**config.mk**
```make
export PLATFORM = sky130hd
export DESIGN_NAME = cla_acc_64bit_flat
export DESIGN_NICKNAME = d
export VERILOG_FILES = /design/src/rtl/cla_acc_64bit_if.sv /design/src/rtl/cla_acc_64bit.sv /design/src/flat_wrapper.sv
export SDC_FILE = /design/constraint.sdc
export NUM_CORES = 1
export LEC_CHECK = 0
export CAP_MARGIN = 40
export CORE_MARGIN = 1
export CORE_UTILIZATION = 49
export CTS_CLUSTER_DIAMETER = 60
export DETAILED_ROUTE_END_ITERATION = 10
export PLACE_DENSITY = 0.77
export RECOVER_POWER = 100
export SYNTH_ARGS = -nofsm -noshare
export SYNTH_HDL_FRONTEND = slang
export SYNTH_SLANG_ARGS = --single-unit
```
**constraint.sdc**
```tcl
create_clock -name clk -period 3.95 [get_ports clk]
set_input_delay 0.79 -clock clk [delete_from_list [all_inputs] [get_ports clk]]
set_output_delay 0.79 -clock clk [all_outputs]
set_load 0.05 [all_outputs]
```
**src/rtl/cla_acc_64bit_if.sv**
```systemverilog
// Operand/result stream bundle for the 64-bit carry-lookahead accumulator.
// The slave modport is the accumulator side; the master modport is the environment side.
interface cla_acc_if #(
   parameter int COUNT_W = 8
);
   logic               in_valid;
   logic               in_ready;
   logic [63:0]        in_data;
   logic               in_cin;
   logic               in_last;
   logic               out_valid;
   logic               out_ready;
   logic [63:0]        out_sum;
   logic [COUNT_W-1:0] out_carries;
   logic [COUNT_W-1:0] out_beats;

   modport slave (
      input  in_valid, in_data, in_cin, in_last, out_ready,
      output in_ready, out_valid, out_sum, out_carries, out_beats
   );

   modport master (
      output in_valid, in_data, in_cin, in_last, out_ready,
      input  in_ready, out_valid, out_sum, out_carries, out_beats
   );
endinterface

```
**src/rtl/cla_acc_64bit.sv**
```systemverilog
// Framed 64-bit stream accumulator wrapped around a combinational CLA adder.
// Reports the sum, the bit-63 carry-out count and the beat count per frame.
module cla_64bit (
   input  logic [63:0] a,
   input  logic [63:0] b,
   input  logic        cin,
   output logic [63:0] sum,
   output logic        cout
);
   logic [63:0] g;
   logic [63:0] p;
   logic [64:0] c;
   logic [15:0] gg;
   logic [15:0] gp;

   // 4-bit lookahead groups; group generate/propagate chain the group carries
   always_comb begin
      g    = a & b;
      p    = a ^ b;
      c    = '0;
      gg   = '0;
      gp   = '0;
      c[0] = cin;
      for (int k = 0; k < 16; k++) begin
         gg[k] = g[4*k+3]
               | (p[4*k+3] & g[4*k+2])
               | (p[4*k+3] & p[4*k+2] & g[4*k+1])
               | (p[4*k+3] & p[4*k+2] & p[4*k+1] & g[4*k]);
         gp[k] = &p[4*k +: 4];
         c[4*k+1] = g[4*k] | (p[4*k] & c[4*k]);
         c[4*k+2] = g[4*k+1]
                  | (p[4*k+1] & g[4*k])
                  | (p[4*k+1] & p[4*k] & c[4*k]);
         c[4*k+3] = g[4*k+2]
                  | (p[4*k+2] & g[4*k+1])
                  | (p[4*k+2] & p[4*k+1] & g[4*k])
                  | (p[4*k+2] & p[4*k+1] & p[4*k] & c[4*k]);
         c[4*k+4] = gg[k] | (gp[k] & c[4*k]);
      end
      sum  = p ^ c[63:0];
      cout = c[64];
   end
endmodule

module cla_acc_64bit #(
   parameter int COUNT_W = 8
) (
   input  logic      clk,
   input  logic      rst_n,
   cla_acc_if.slave  bus
);
   localparam logic [0:0] ACC  = 1'b0;
   localparam logic [0:0] HOLD = 1'b1;

   logic [0:0]         state_q, state_d;
   logic [63:0]        acc_q, acc_d;
   logic [COUNT_W-1:0] carry_q, carry_d;
   logic [COUNT_W-1:0] beat_q, beat_d;
   logic [63:0]        sum_q, sum_d;
   logic [COUNT_W-1:0] carries_q, carries_d;
   logic [COUNT_W-1:0] beats_q, beats_d;

   logic [63:0]        add_sum;
   logic               add_cout;
   logic [COUNT_W-1:0] carry_inc;
   logic [COUNT_W-1:0] beat_inc;
   logic               in_xfer;

   cla_64bit u_cla (
      .a    (acc_q),
      .b    (bus.in_data),
      .cin  (bus.in_cin),
      .sum  (add_sum),
      .cout (add_cout)
   );

   assign bus.in_ready    = rst_n & (state_q == ACC);
   assign bus.out_valid   = (state_q == HOLD);
   assign bus.out_sum     = sum_q;
   assign bus.out_carries = carries_q;
   assign bus.out_beats   = beats_q;
   assign in_xfer         = bus.in_valid & bus.in_ready;

   always_comb begin
      carry_inc = carry_q;
      if (carry_q != '1)
         carry_inc = carry_q + {{(COUNT_W-1){1'b0}}, add_cout};
      beat_inc = beat_q;
      if (beat_q != '1)
         beat_inc = beat_q + COUNT_W'(1);
   end

   always_comb begin
      state_d   = state_q;
      acc_d     = acc_q;
      carry_d   = carry_q;
      beat_d    = beat_q;
      sum_d     = sum_q;
      carries_d = carries_q;
      beats_d   = beats_q;
      if (state_q == ACC) begin
         if (in_xfer && bus.in_last) begin
            sum_d     = add_sum;
            carries_d = carry_inc;
            beats_d   = beat_inc;
            acc_d     = '0;
            carry_d   = '0;
            beat_d    = '0;
            state_d   = HOLD;
         end else if (in_xfer) begin
            acc_d   = add_sum;
            carry_d = carry_inc;
            beat_d  = beat_inc;
         end
      end else if (bus.out_ready) begin
         state_d = ACC;
      end
   end

   always_ff @(posedge clk) begin
      if (!rst_n) begin
         state_q   <= ACC;
         acc_q     <= '0;
         carry_q   <= '0;
         beat_q    <= '0;
         sum_q     <= '0;
         carries_q <= '0;
         beats_q   <= '0;
      end else begin
         state_q   <= state_d;
         acc_q     <= acc_d;
         carry_q   <= carry_d;
         beat_q    <= beat_d;
         sum_q     <= sum_d;
         carries_q <= carries_d;
         beats_q   <= beats_d;
      end
   end
endmodule

```
**src/flat_wrapper.sv**
```systemverilog
// flat-port wrapper written by rule: the top's interface ports become plain ports
module cla_acc_64bit_flat 
#(
   parameter int COUNT_W = 8
)
  (clk, rst_n, bus_in_valid, bus_in_data, bus_in_cin, bus_in_last, bus_out_ready, bus_in_ready, bus_out_valid, bus_out_sum, bus_out_carries, bus_out_beats);
  cla_acc_if #(.COUNT_W(COUNT_W)) bus_i ();
  input  logic clk;
  input  logic rst_n;
  input wire logic [$bits(bus_i.in_valid)-1:0] bus_in_valid;
  input wire logic [$bits(bus_i.in_data)-1:0] bus_in_data;
  input wire logic [$bits(bus_i.in_cin)-1:0] bus_in_cin;
  input wire logic [$bits(bus_i.in_last)-1:0] bus_in_last;
  input wire logic [$bits(bus_i.out_ready)-1:0] bus_out_ready;
  output wire logic [$bits(bus_i.in_ready)-1:0] bus_in_ready;
  output wire logic [$bits(bus_i.out_valid)-1:0] bus_out_valid;
  output wire logic [$bits(bus_i.out_sum)-1:0] bus_out_sum;
  output wire logic [$bits(bus_i.out_carries)-1:0] bus_out_carries;
  output wire logic [$bits(bus_i.out_beats)-1:0] bus_out_beats;
  assign bus_i.in_valid = bus_in_valid;
  assign bus_i.in_data = bus_in_data;
  assign bus_i.in_cin = bus_in_cin;
  assign bus_i.in_last = bus_in_last;
  assign bus_i.out_ready = bus_out_ready;
  assign bus_in_ready = bus_i.in_ready;
  assign bus_out_valid = bus_i.out_valid;
  assign bus_out_sum = bus_i.out_sum;
  assign bus_out_carries = bus_i.out_carries;
  assign bus_out_beats = bus_i.out_beats;
  cla_acc_64bit #(.COUNT_W(COUNT_W)) u_core (.clk(clk), .rst_n(rst_n), .bus(bus_i));
endmodule
```
After elaboration in Yosys (flattened, before gate mapping)
Index checks and enable logic that the tools add are counted.
- add/sub/neg operators: 2
- equal/unequal tests: 2
- muxes and demuxes: 11
- bitwise operators: 406
- reductions and logical operators: 20
- operators with widths (operator ; count):
    bitwise AND 1 bit ; 242
    bitwise OR 1 bit ; 160
    two-way mux 64 bit ; 2
    bitwise XOR 64 bit ; 2
    bitwise AND 64 bit ; 1
    AND reduction 4 bit ; 16
    two-way mux 8 bit ; 6
    != test 8 bit (second input constant) ; 2
    adder 8 x 1 -> 8 bit ; 1
    adder 8 x 1 -> 8 bit (second input constant) ; 1
    AND reduction 2 bit ; 2
    two-way mux 1 bit ; 3
    nonzero test 2 bit ; 1
    logical AND 1 bit ; 1
    inverter 1 bit ; 1
- flip-flop bits (word level): 161
- input port bits: 70
- word-level logic and storage cells: 448

Logic depth before layout (Yosys ltp)
- word-level depth: 40
- gate-level depth with buffers: 18
- mapped depth without buffers: 17

Modules after synthesis
From an unflattened synthesis, not the netlist that was laid out.
- cell total of the unflattened synthesis: 1050
- area total of the unflattened synthesis: 9029.9 sq um
- modules (own cells, without submodules) (module ; times used ; cells each ; area an instance (sq um) ; sequential area each (sq um)):
    cla_acc_64bit ; 1 ; 736 ; 6383.6 ; 3223.1
    cla_64bit ; 1 ; 314 ; 2646.3 ; 0.0

Least setup slack after synthesis
No wires, ideal clock.
- kind: input to register
- start point: input port bus_in_data[17]
- end point: register u_core.carry_q[7]
- arrival: 3.862 ns
- required time: 3.885 ns
- setup slack: 0.023 ns
- stages: 18
- path buffers: 1
- path through: ha_1 > buf_6 > a21oi_4 > o21bai_2 > a221oi_2 > a211oi_2 > o31ai_4 > a21oi_2 > o41ai_4 > o21bai_1 > ha_1 > and3_1 > and3_1 > nand3_1 > inv_1 > a31oi_1 > o22ai_1 > nor2_1
- cells in the longest elaborated chain, start to end: 31
- elaborated cells between the ends (all ways): 36
- RTL lines (item ; line ; RTL):
    start: declaration ; flat_wrapper.sv:11 ; input wire logic [$bits(bus_i.in_data)-1:0] bus_in_data;
    bitwise AND 64 bit or bitwise XOR 64 bit (tied branches) ; cla_acc_64bit.sv:18, cla_acc_64bit.sv:19 ;
    bitwise AND 1 bit (on tied branches) ; cla_acc_64bit.sv:27, cla_acc_64bit.sv:28 ;
    bitwise OR 1 bit or bitwise AND 1 bit (tied branches) ; cla_acc_64bit.sv:27, cla_acc_64bit.sv:28 ;
    bitwise OR 1 bit ; cla_acc_64bit.sv:28 ; | (p[4*k+3] & p[4*k+2] & p[4*k+1] & g[4*k]);
    bitwise OR 1 bit (*) ; cla_acc_64bit.sv:38 ; c[4*k+4] = gg[k] | (gp[k] & c[4*k]);
    bitwise AND 1 bit (*) ; cla_acc_64bit.sv:38 ;
    bitwise OR 1 bit (*) ; cla_acc_64bit.sv:38 ;
    bitwise AND 1 bit (*) ; cla_acc_64bit.sv:38 ;
    [... 15 more ...] ; n/a ;
    bitwise AND 1 bit (*) ; cla_acc_64bit.sv:38 ;
    bitwise OR 1 bit (*) ; cla_acc_64bit.sv:38 ;
    bitwise AND 1 bit (*) ; cla_acc_64bit.sv:38 ;
    bitwise OR 1 bit (*) ; cla_acc_64bit.sv:38 ;
    adder 8 x 1 -> 8 bit (*) ; cla_acc_64bit.sv:87 ; carry_inc = carry_q + {{(COUNT_W-1){1'b0}}, add_cout};
    two-way mux 8 bit (*) ; cla_acc_64bit.sv:86 ; if (carry_q != '1)
    two-way mux 8 bit (*) ; cla_acc_64bit.sv:110 ; end else if (in_xfer) begin
    two-way mux 8 bit (*) ; cla_acc_64bit.sv:102 ; if (in_xfer && bus.in_last) begin
    end signal: assignment ; cla_acc_64bit.sv:132 ; carry_q <= carry_d;
    end: declaration ; cla_acc_64bit.sv:57 ; logic [COUNT_W-1:0] carry_q, carry_d;
Every way passes the cells marked *; elsewhere a longest branch is shown, timed or not. The select of a mux whose other input is x is not followed.
A chain may end at the register's enable or synchronous reset.

Worst setup path in the final report
- start point: input port bus_in_data[0]
- end point: register u_core.carry_q[5]
- cells in the longest elaborated chain, start to end: 38
- elaborated cells between the ends (all ways): 41
- RTL lines (item ; line):
    bitwise XOR 64 bit or bitwise AND 64 bit (tied branches) ; cla_acc_64bit.sv:19, cla_acc_64bit.sv:18
    AND reduction 4 bit or bitwise AND 1 bit (tied branches) ; cla_acc_64bit.sv:29, cla_acc_64bit.sv:28
    bitwise AND 1 bit or bitwise OR 1 bit (tied branches) ; cla_acc_64bit.sv:38, cla_acc_64bit.sv:28
    bitwise OR 1 bit (*) ; cla_acc_64bit.sv:38
    bitwise AND 1 bit (*) ; cla_acc_64bit.sv:38
    bitwise OR 1 bit (*) ; cla_acc_64bit.sv:38
    bitwise AND 1 bit (*) ; cla_acc_64bit.sv:38
    bitwise OR 1 bit (*) ; cla_acc_64bit.sv:38
    [... 22 more ...] ; n/a
    bitwise AND 1 bit (*) ; cla_acc_64bit.sv:38
    bitwise OR 1 bit (*) ; cla_acc_64bit.sv:38
    bitwise AND 1 bit (*) ; cla_acc_64bit.sv:38
    bitwise OR 1 bit (*) ; cla_acc_64bit.sv:38
    adder 8 x 1 -> 8 bit (*) ; cla_acc_64bit.sv:87
    two-way mux 8 bit (*) ; cla_acc_64bit.sv:86
    two-way mux 8 bit (*) ; cla_acc_64bit.sv:110
    two-way mux 8 bit (*) ; cla_acc_64bit.sv:102
Marked as above.

==> metrics.txt <==
Crit path required time=~4300 ps; commonest cells in the netlist=dfxtp_1, nor2_1, a21oi_1; mapped cell area=slightly above 0.009 sq mm; WP data arrival=between 4000 and 5000 ps; first-pass GRT wire length=between 40,000 and 50,000 um; Num CTS Buffers=17; Worst IR Drop VDD=331.7 uV; fin crit share=100.1%; Die Ht=around 140 um; Worst-Skew Late Latency=between 400 and 500 ps; share of layout cells above drive strength 1=about a fifth; max-cap viol count=1; Hold Crit Class=reg2reg; worst setup path start=bus_in_data[0]; max-slew violation count=35; DRC=18; Netlist cell types=70; number of global-route vias before repair=around 8,800; Yosys Warn Count=0; Iter 0 DRT Violations=a little over 700; WHS=~450 ps; most frequent cell after synthesis=dfxtp_1; syn nets=1,234; all-layer global routing usage=about 28%; pwr dens=354.0 mW/mm^2; Max H-tree Level=4; area grow syn2layout=42.75%; Seq cells post-synth=about 160; Leak=just under 0.006 uW; final hold vios=0; CTS Hold Bufs=0; root buf cell=clkbuf_16; hold path cells=2; Pint=~3300 uW; reg2reg end=u_core.acc_q[37]; Comb pwr share=a little under a quarter; Min-Delay Endpoint=u_core.bus.out_sum[26]; CP Capture Type=flip-flop; main area contributors after synthesis=dfxtp_1, ha_1, a21oi_1; clock share of power=39.1%; relative slew slack=-8.725%; die span in x=approximately 140 um; fin cells=between 1,500 and 2,000; post-layout min period=between 3000 and 4000 ps; dpl cells=approximately 1,500; port bufs=151; mean area per synthesized cell=between 8 and 9 sq um; clk buf depth=2; drt total wl=29,020 um; NumNets Final=1,486; drt via density=between 5 and 6; FILL cells=1,306; Max FO, Critical Path=3; CTS clk-pin slew, worst paths=about 60 ps; switch share=29.37%; Congestion Overflow GR=0; CP startpoint kind=primary input; largest area contributor in the netlist=dfxtp_1; antenna cells=0; Initial Utilization=50.38%; status=complete, but fails checks; drt wl/cell=between 15 and 20 um; routability congestion estimate=0.8809; final clock skew=between 10 and 15 ps; NetSw=1352 uW; DR vias=about 9,100; hpwl dp=around 18,000 um; fmax=~250 MHz; Flop pwr share=approximately 38%; Hold Crit Start=u_core.bus.out_sum[26]; CORE AREA=roughly 0.018 sq mm; worst reg2reg path depth=16; Pre-antenna DRT Iters=8; worst-margin pin slew=~1600 ps; Critical R2R Launch=u_core.acc_q[11]; DP Worst Slack=-675.1 ps; Final Util=between 70% and 80%; async set or reset register ratio after synthesis=0%; clock tree sinks=161; sequential element share of the synthesized area=a little over a third; largest net degree at the start of global routing=87; CTS tree=done; FF-to-FF setup slack=230 ps; critical path class=in2reg; final worst slack=-3.025 ps; FP Rows=approximately 50; ys flop type=dfxtp_1; number of synthesized flops with an enable pin=0; cell count after synthesis=between 1,000 and 1,500; die area=0.01914 sq mm; final setup fails=1; initial antenna violation count=0; I/O pins=roughly 150; Final ANT Viol Nets=0; Synth top area share=a little over a third; failing checks=design-rule violations, max-capacitance violations, max-slew violations, negative setup slack
sequential cells by signal, summed over array words and instances, names as in the netlist:
register / flops
u_core.acc_q: 64
u_core.bus.out_valid: 1
u_core.bus.out_beats: 8
u_core.carry_q: 8
u_core.beat_q: 8
u_core.bus.out_sum: 64
u_core.bus.out_carries: 8
power groups by stage:
stage	clock network (uW)	registers, uW	logic (uW)
global route	1870	1750	1140
finish	1800	1750	1060
CTS	1800	1740	1000
global placement	0	1770	962
detailed placement	0	1770	981
floorplan	0	1910	459
through the flow:
stage	setup TNS, ps	area [sq um]	total power, uW
after floorplan	0	9111	2367
after global placement	-13230	11650	2735
after detailed placement	-16080	11660	2756
after CTS	0	12430	4541
after global routing	-762.1	13010	4759
final	-3.025	13010	4604
metal layers:
metal / global-route usage (%) / up-vias / routed length (um)
met2: 49.75 / 347 / 14540
met4: 11.53 / 0 / 916
li1: - / 4335 / -
met5: 0 / - / 0
met1: 33.78 / 4384 / 12120
met3: 3.845 / 69 / 1449
worst max-delay path: stages:
cell,delay (ps)
clkdlybuf4s50_1,550
ha_4,240
a211oi_4,240
o21ai_2,110
nand4_1,170
a21oi_2,110
o31ai_4,330
a21oi_4,110
o41ai_4,360
o21bai_1,140
ha_2,220
and3_4,200
and3_4,200
buf_4,140
a31oi_1,190
o221a_2,220
kinds of logic (layout without fill, tap and decap cells):
kind of cell,Yosys count,count (layout),share of synthesized area (%)
adders and majority gates,83,83,12.72
and+or+nand+nor,366,366,19.13
AOI/OAI and AO/OA,302,302,22.47
buffers and inverters,110,375,4.614
xor gates and xnor gates,57,57,5.479
DFF,161,161,35.37
muxes,2,2,0.2197
layout make-up:
type	instances	area (sq um)	area share, %
inverters	51	191.4	1.472
well taps	229	286.5	2.203
clock inverters	9	153.9	1.183
clock buffers	23	478.0	3.675
multi-input cells	810	6027	46.34
repair buffers	292	2646	20.35
flip-flops and latches	161	3223	24.78
timing repair:
action                                  4_1_cts  5_1_grt
buffers inserted                              5        9
endpoints found under the setup margin       14       28
pin swaps                                    18       47
gates resized for setup                      14       88
how the worst max path moves through the flow:
stage                   endpoint  slack (ps)  cells after the start
6_report       u_core.carry_q[5]          -3                     16
5_1_grt         u_core.acc_q[29]        -120                     18
4_1_cts        u_core.carry_q[7]          10                     19
3_5_place_dp   u_core.carry_q[7]        -680                     19
3_3_place_gp   u_core.carry_q[7]        -630                     19
2_1_floorplan  u_core.carry_q[7]          20                     18
cells in the final DEF (no fill, tap or decap), types with 33 or more instances in the layout:
cell and count:
nor2_1 109, xor2_1 36, inv_1 49, ha_1 36
dlygate4sd3_1 83, a21oi_1 100, nand2_1 99, buf_4 138
dfxtp_1 161, clkdlybuf4s50_1 33, nor3_1 34
No activity file was read; power rests on OpenSTA's default activity.
==> edit 1, RTL diff (same flow settings) <==
`sum_q` no longer has a reset.
--- a/src/rtl/cla_acc_64bit.sv
+++ b/src/rtl/cla_acc_64bit.sv
@@ -124,5 +124,4 @@
          carry_q   <= '0;
          beat_q    <= '0;
-         sum_q     <= '0;
          carries_q <= '0;
          beats_q   <= '0;
@@ -132,9 +131,12 @@
          carry_q   <= carry_d;
          beat_q    <= beat_d;
-         sum_q     <= sum_d;
          carries_q <= carries_d;
          beats_q   <= beats_d;
       end
    end
+
+   always_ff @(posedge clk) begin
+      sum_q <= sum_d;
+   end
 endmodule
 
Formal check against the unedited RTL: differs if rst_n is asserted again (counterexample within 4 cycles, from zero or initial values and one cycle with rst_n low); with rst_n held inactive, the same outputs for 4 cycles.
==> edit 1 against the original RTL <==
  * Area after synthesis decreased by 3.9%
  * Worst setup slack better by 0.093 ns
  * Fmax grew 2.4%
  * Power shrank 2.1%
  * Sequential cell count did not move
  * Final cell count down 9.5%
  * Sequential share of layout area rose by 5.3 points
  * Wire length down 14%
  * Synthesized cell count shrank 16%
  * Cell area decreased by 1.2%
  * Combinational power fell by 8%
==> edit 1: results (changes against the original RTL) <==
.. list-table::
   :header-rows: 1

   * - Metric
     - Value
   * - Number of search-and-repair iterations in the first detailed-routing pass
     - 5 (was 8)
   * - Worst r2r path cells
     - 17 (was 16)
   * - Average routed wire per standard cell
     - 17.52 um (was 18.43 um)
   * - Reg-to-reg setup timing slack
     - 0.41 ns (was 0.23 ns)
   * - Post-route worst hold slack
     - 0.4567 ns (was 0.4496 ns)
   * - Setup slack after placement
     - -0.5381 ns (was -0.6751 ns)
   * - Crit path arrival time
     - 4.22 ns (was 4.33 ns)
   * - Register area share after synthesis
     - 44.14% (was 35.37%)
   * - Wire length of the first global-routing pass
     - 38,160 um (was 43,060 um)
   * - Via density per instance
     - 5.634 (was 5.800)
   * - Number of instances in the synthesized netlist
     - 903 (was 1,081)
   * - Met3 track demand over resource in global routing
     - 4.676% (was 3.845%)
   * - Reg power frac
     - 41.1% (was 37.9%)
   * - Startpoint of the most critical register-to-register path
     - u_core.acc_q[33] (was u_core.acc_q[11])
   * - Total instance count after detailed placement
     - 1,382 (was 1,529)
   * - Number of synthesized flops with an enable pin
     - 64 (was 0)
   * - Wire length on met3
     - 1388 um (was 1449 um)
   * - Via count of the first global-routing pass
     - 7,786 (was 8,785)
   * - Multi-input combinational gate total
     - 640 (was 810)
   * - Outcome
     - completed (was complete, but fails checks)
   * - Detailed-placement wirelength estimate
     - 16,700 um (was 17,870 um)
   * - Worst slew pin tran
     - 0.5828 ns (was 1.631 ns)
   * - Global routing usage on met1
     - 32.79% (was 33.78%)
   * - Fraction of cell area in non-clock buffers
     - 21.24% (was 20.35%)
   * - Final weighted congestion of routability-driven global placement
     - 0.8755 (was 0.8809)
   * - Fraction of standard cell area that is sequential
     - 30.07% (was 24.78%)
   * - Largest vdd supply drop
     - 0.3331 mV (was 0.3317 mV)
   * - Standard cell area after detailed placement
     - 0.01162 mm^2 (was 0.01166 mm^2)
## edit 1: changes by cell type after synthesis, sizes merged, moves of 17 or more
cell,delta
dfxtp,-64
edfxtp,+64
xor2,-22
nand2,-43
nor2b,-17
nor2,-25
## edit 1: what timing repair did
action,4_1_cts,5_1_grt
endpoints found under the setup margin,8,14
resized for setup,41,66
gates cloned,0,0
endpoints found under the hold margin,0,0
pin swaps,24,39
buffers inserted,6,5
## edit 1: kinds of logic (layout without fill, tap and decap cells)
logic type / after synthesis / in the layout / share of synthesized area, %
AO/OA/AOI/OAI: 246 / 246 / 18.83
XOR/XNOR: 50 / 50 / 5.003
adder cells (fa/ha/maj): 83 / 83 / 13.24
buffers and inverters: 102 / 399 / 4.403
flip-flops: 161 / 161 / 44.14
multiplexers: 4 / 4 / 0.4717
AND/OR/NAND/NOR: 257 / 257 / 13.92
==> edit 2, RTL diff (same flow settings) <==
Made on the original files. The localparam `HOLD` goes from 1'b1 to 1'b0.
--- a/src/rtl/cla_acc_64bit.sv
+++ b/src/rtl/cla_acc_64bit.sv
@@ -51,5 +51,5 @@
 );
    localparam logic [0:0] ACC  = 1'b0;
-   localparam logic [0:0] HOLD = 1'b1;
+   localparam logic [0:0] HOLD = 1'b0;
 
    logic [0:0]         state_q, state_d;
Behaviour: not the same (a bounded check fails within 4 cycles, from zero or initial values and one cycle with rst_n low).
==> edit 2 against the original RTL <==
  * Sequential share of layout area increased by 0.53 points
  * First-iteration DRC count is 24% lower
  * Worst setup slack improved by 0.093 ns
  * Wire length shrank 6.1%
  * Clock skew is 0.00067 ns higher
  * Sequential cell count unchanged
  * Power fell by 3.1%
  * Cell area decreased by 2.1%
  * Combinational power barely moved
  * Area after synthesis up 1.5%
==> edit 2: results (changes against the original RTL) <==
.. list-table::
   :header-rows: 1

   * - Metric
     - Value
   * - Outcome
     - completed (was complete, but fails checks)
   * - Synth Net Count
     - 1,250 (was 1,234)
   * - Largest vdd supply drop
     - 0.3001 mV (was 0.3317 mV)
   * - Number of unique standard cell types used by synthesis
     - 71 (was 70)
   * - Wire length of the first global-routing pass
     - 43,910 um (was 43,060 um)
   * - Total instance count after detailed placement
     - 1,548 (was 1,529)
   * - Via count
     - 9,179 (was 9,135)
   * - Leak
     - 5.390 nW (was 5.786 nW)
   * - Global Route Usage Sum
     - 28.12% (was 27.93%)
   * - CP max FO
     - 5 (was 3)
   * - Starting DRC count in detailed routing
     - 540 (was 708)
   * - Dominant delay contributor by cell family on the critical path
     - simple AND/OR/NAND/NOR gates (was compound AO/OA/AOI/OAI gates)
   * - Mapped Avg Cell Area
     - 8.433 um^2 (was 8.429 um^2)
   * - Maximum number of pins on one net before global-route repair
     - 59 (was 87)
   * - Via density per instance
     - 5.802 (was 5.800)
   * - Buffer levels on the longest clock path
     - 2 (unchanged)
   * - Switching power share of the total
     - 29.48% (was 29.37%)
   * - Number of buffers created by CTS
     - 17 (unchanged)
   * - Via count of the first global-routing pass
     - 8,978 (was 8,785)
   * - Cells taking the most area after synthesis
     - dfxtp_1 (35%), ha_1 (9.1%), a21oi_1 (4.5%), nand2_1 (4.0%), nor2_1 (3.6%) (was dfxtp_1 (35%), ha_1 (9.2%), a21oi_1 (5.8%), nor2_1 (4.5%), nand2_1 (4.1%))
   * - Register area share after synthesis
     - 34.84% (was 35.37%)
   * - Crit path arrival time
     - 4.15 ns (was 4.33 ns)
   * - Post-route worst hold slack
     - 0.4611 ns (was 0.4496 ns)
   * - Leading post-synthesis cells by instance count
     - dfxtp_1 (161), nand2_1 (98), nor2_1 (88) (was dfxtp_1 (161), nor2_1 (110), a21oi_1 (105))
   * - Fill count
     - 1,382 (was 1,306)
   * - Average routed wire per standard cell
     - 17.24 um (was 18.43 um)
   * - Slowest-stage cell, CP
     - or3_4 (was clkdlybuf4s50_1)
   * - Max Clock Skew
     - 0.01100 ns (was 0.01033 ns)
   * - Remaining max-slew budget at the tightest pin
     - 56.19% (was -8.725%)
   * - Share of final-layout standard cells stronger than drive strength 1
     - 16.41% (was 19.32%)
[edit 2: cell count changes in the layout (fill, tap and decap cells not counted), sizes merged, moves of 7 or more]
cell	before	now
a21o	15	24
a21oi	113	85
dlymetal6s2s	32	9
o211ai	0	10
nor2	110	88
dlygate4sd3	83	0
a21boi	14	21
clkdlybuf4s50	33	138
and2	9	18
xnor2	20	12
o21a	11	19
o31ai	7	21
[edit 2: worst reg2reg max path: cells and delay by family (launching register included)]
kind	cells	cell delay, ns
flip-flops	1	0.40
buffers and inverters	1	0.05
adder cells (fa/ha/maj)	2	0.44
AND/OR/NAND/NOR	5	0.69
AO/OA/AOI/OAI	9	1.88
[edit 2: path summary, 6_finish.rpt]
path                                               end  cells past startpoint              startpoint
worst max register to register       u_core.carry_q[7]                     17        u_core.acc_q[11]
worst min register to register  u_core.bus.out_sum[22]                      2  u_core.bus.out_sum[22]
worst max-delay path                 u_core.carry_q[7]                     17         bus_in_data[27]
worst min-delay path            u_core.bus.out_sum[22]                      2  u_core.bus.out_sum[22]
[edit 2: power groups by stage]
stage / registers [W] / logic (W) / clock network [W]
after detailed placement: 0.00178 / 0.00102 / 0
final: 0.00175 / 0.00106 / 0.00165
after floorplan: 0.00192 / 0.000460 / 0
after CTS: 0.00175 / 0.00103 / 0.00167
after global placement: 0.00178 / 0.000992 / 0
after global routing: 0.00176 / 0.00114 / 0.00175
[edit 2: per-stage QoR]
| step | setup TNS, ns | setup slack, ns |
|---|---|---|
| 2_1_floorplan | 0 | 0.03249 |
| 3_3_place_gp | -9.334 | -0.5057 |
| 4_1_cts | 0 | 0.004235 |
| 6_report | 0 | 0.09038 |
| 3_5_place_dp | -11.42 | -0.5559 |
| 5_1_grt | -0.1978 | -0.07121 |
[edit 2: kinds of logic after synthesis]
logic type               count (synthesis)  share of synthesized area, %
AND/OR/NAND/NOR                        366                         19.19
AO/OA/AOI/OAI                          330                         24.18
buffers and inverters                  107                         4.436
adder cells (fa/ha/maj)                 83                         12.52
multiplexers                             6                        0.6627
flip-flops                             161                         34.84
XOR/XNOR                                44                         4.166
[edit 2: layout make-up]
class	count	area, um^2	area share (%)
multi-input combinational	829	5892	46.27
tap	229	286.5	2.250
clock buffer	24	481.7	3.783
sequential	161	3223	25.31
inverter	47	176.4	1.385
timing repair buffer	284	2571	20.19
clock inverter	8	103.9	0.8155
[edit 2: timing repair]
action | in CTS | in global routing
pin swaps | 8 | 19
setup buffers | 1 | 1
resized for setup | 8 | 38
endpoints found under the setup margin | 8 | 21
[edit 2: routing by layer]
metal	share of wire (%)	global-route usage, %	vias to the layer above
met3	6.3	4.886	56
met2	47	47.02	347
met5	0	0	-
met1	45	36.34	4346
li1	-	-	4430
met4	2.1	10.12	0
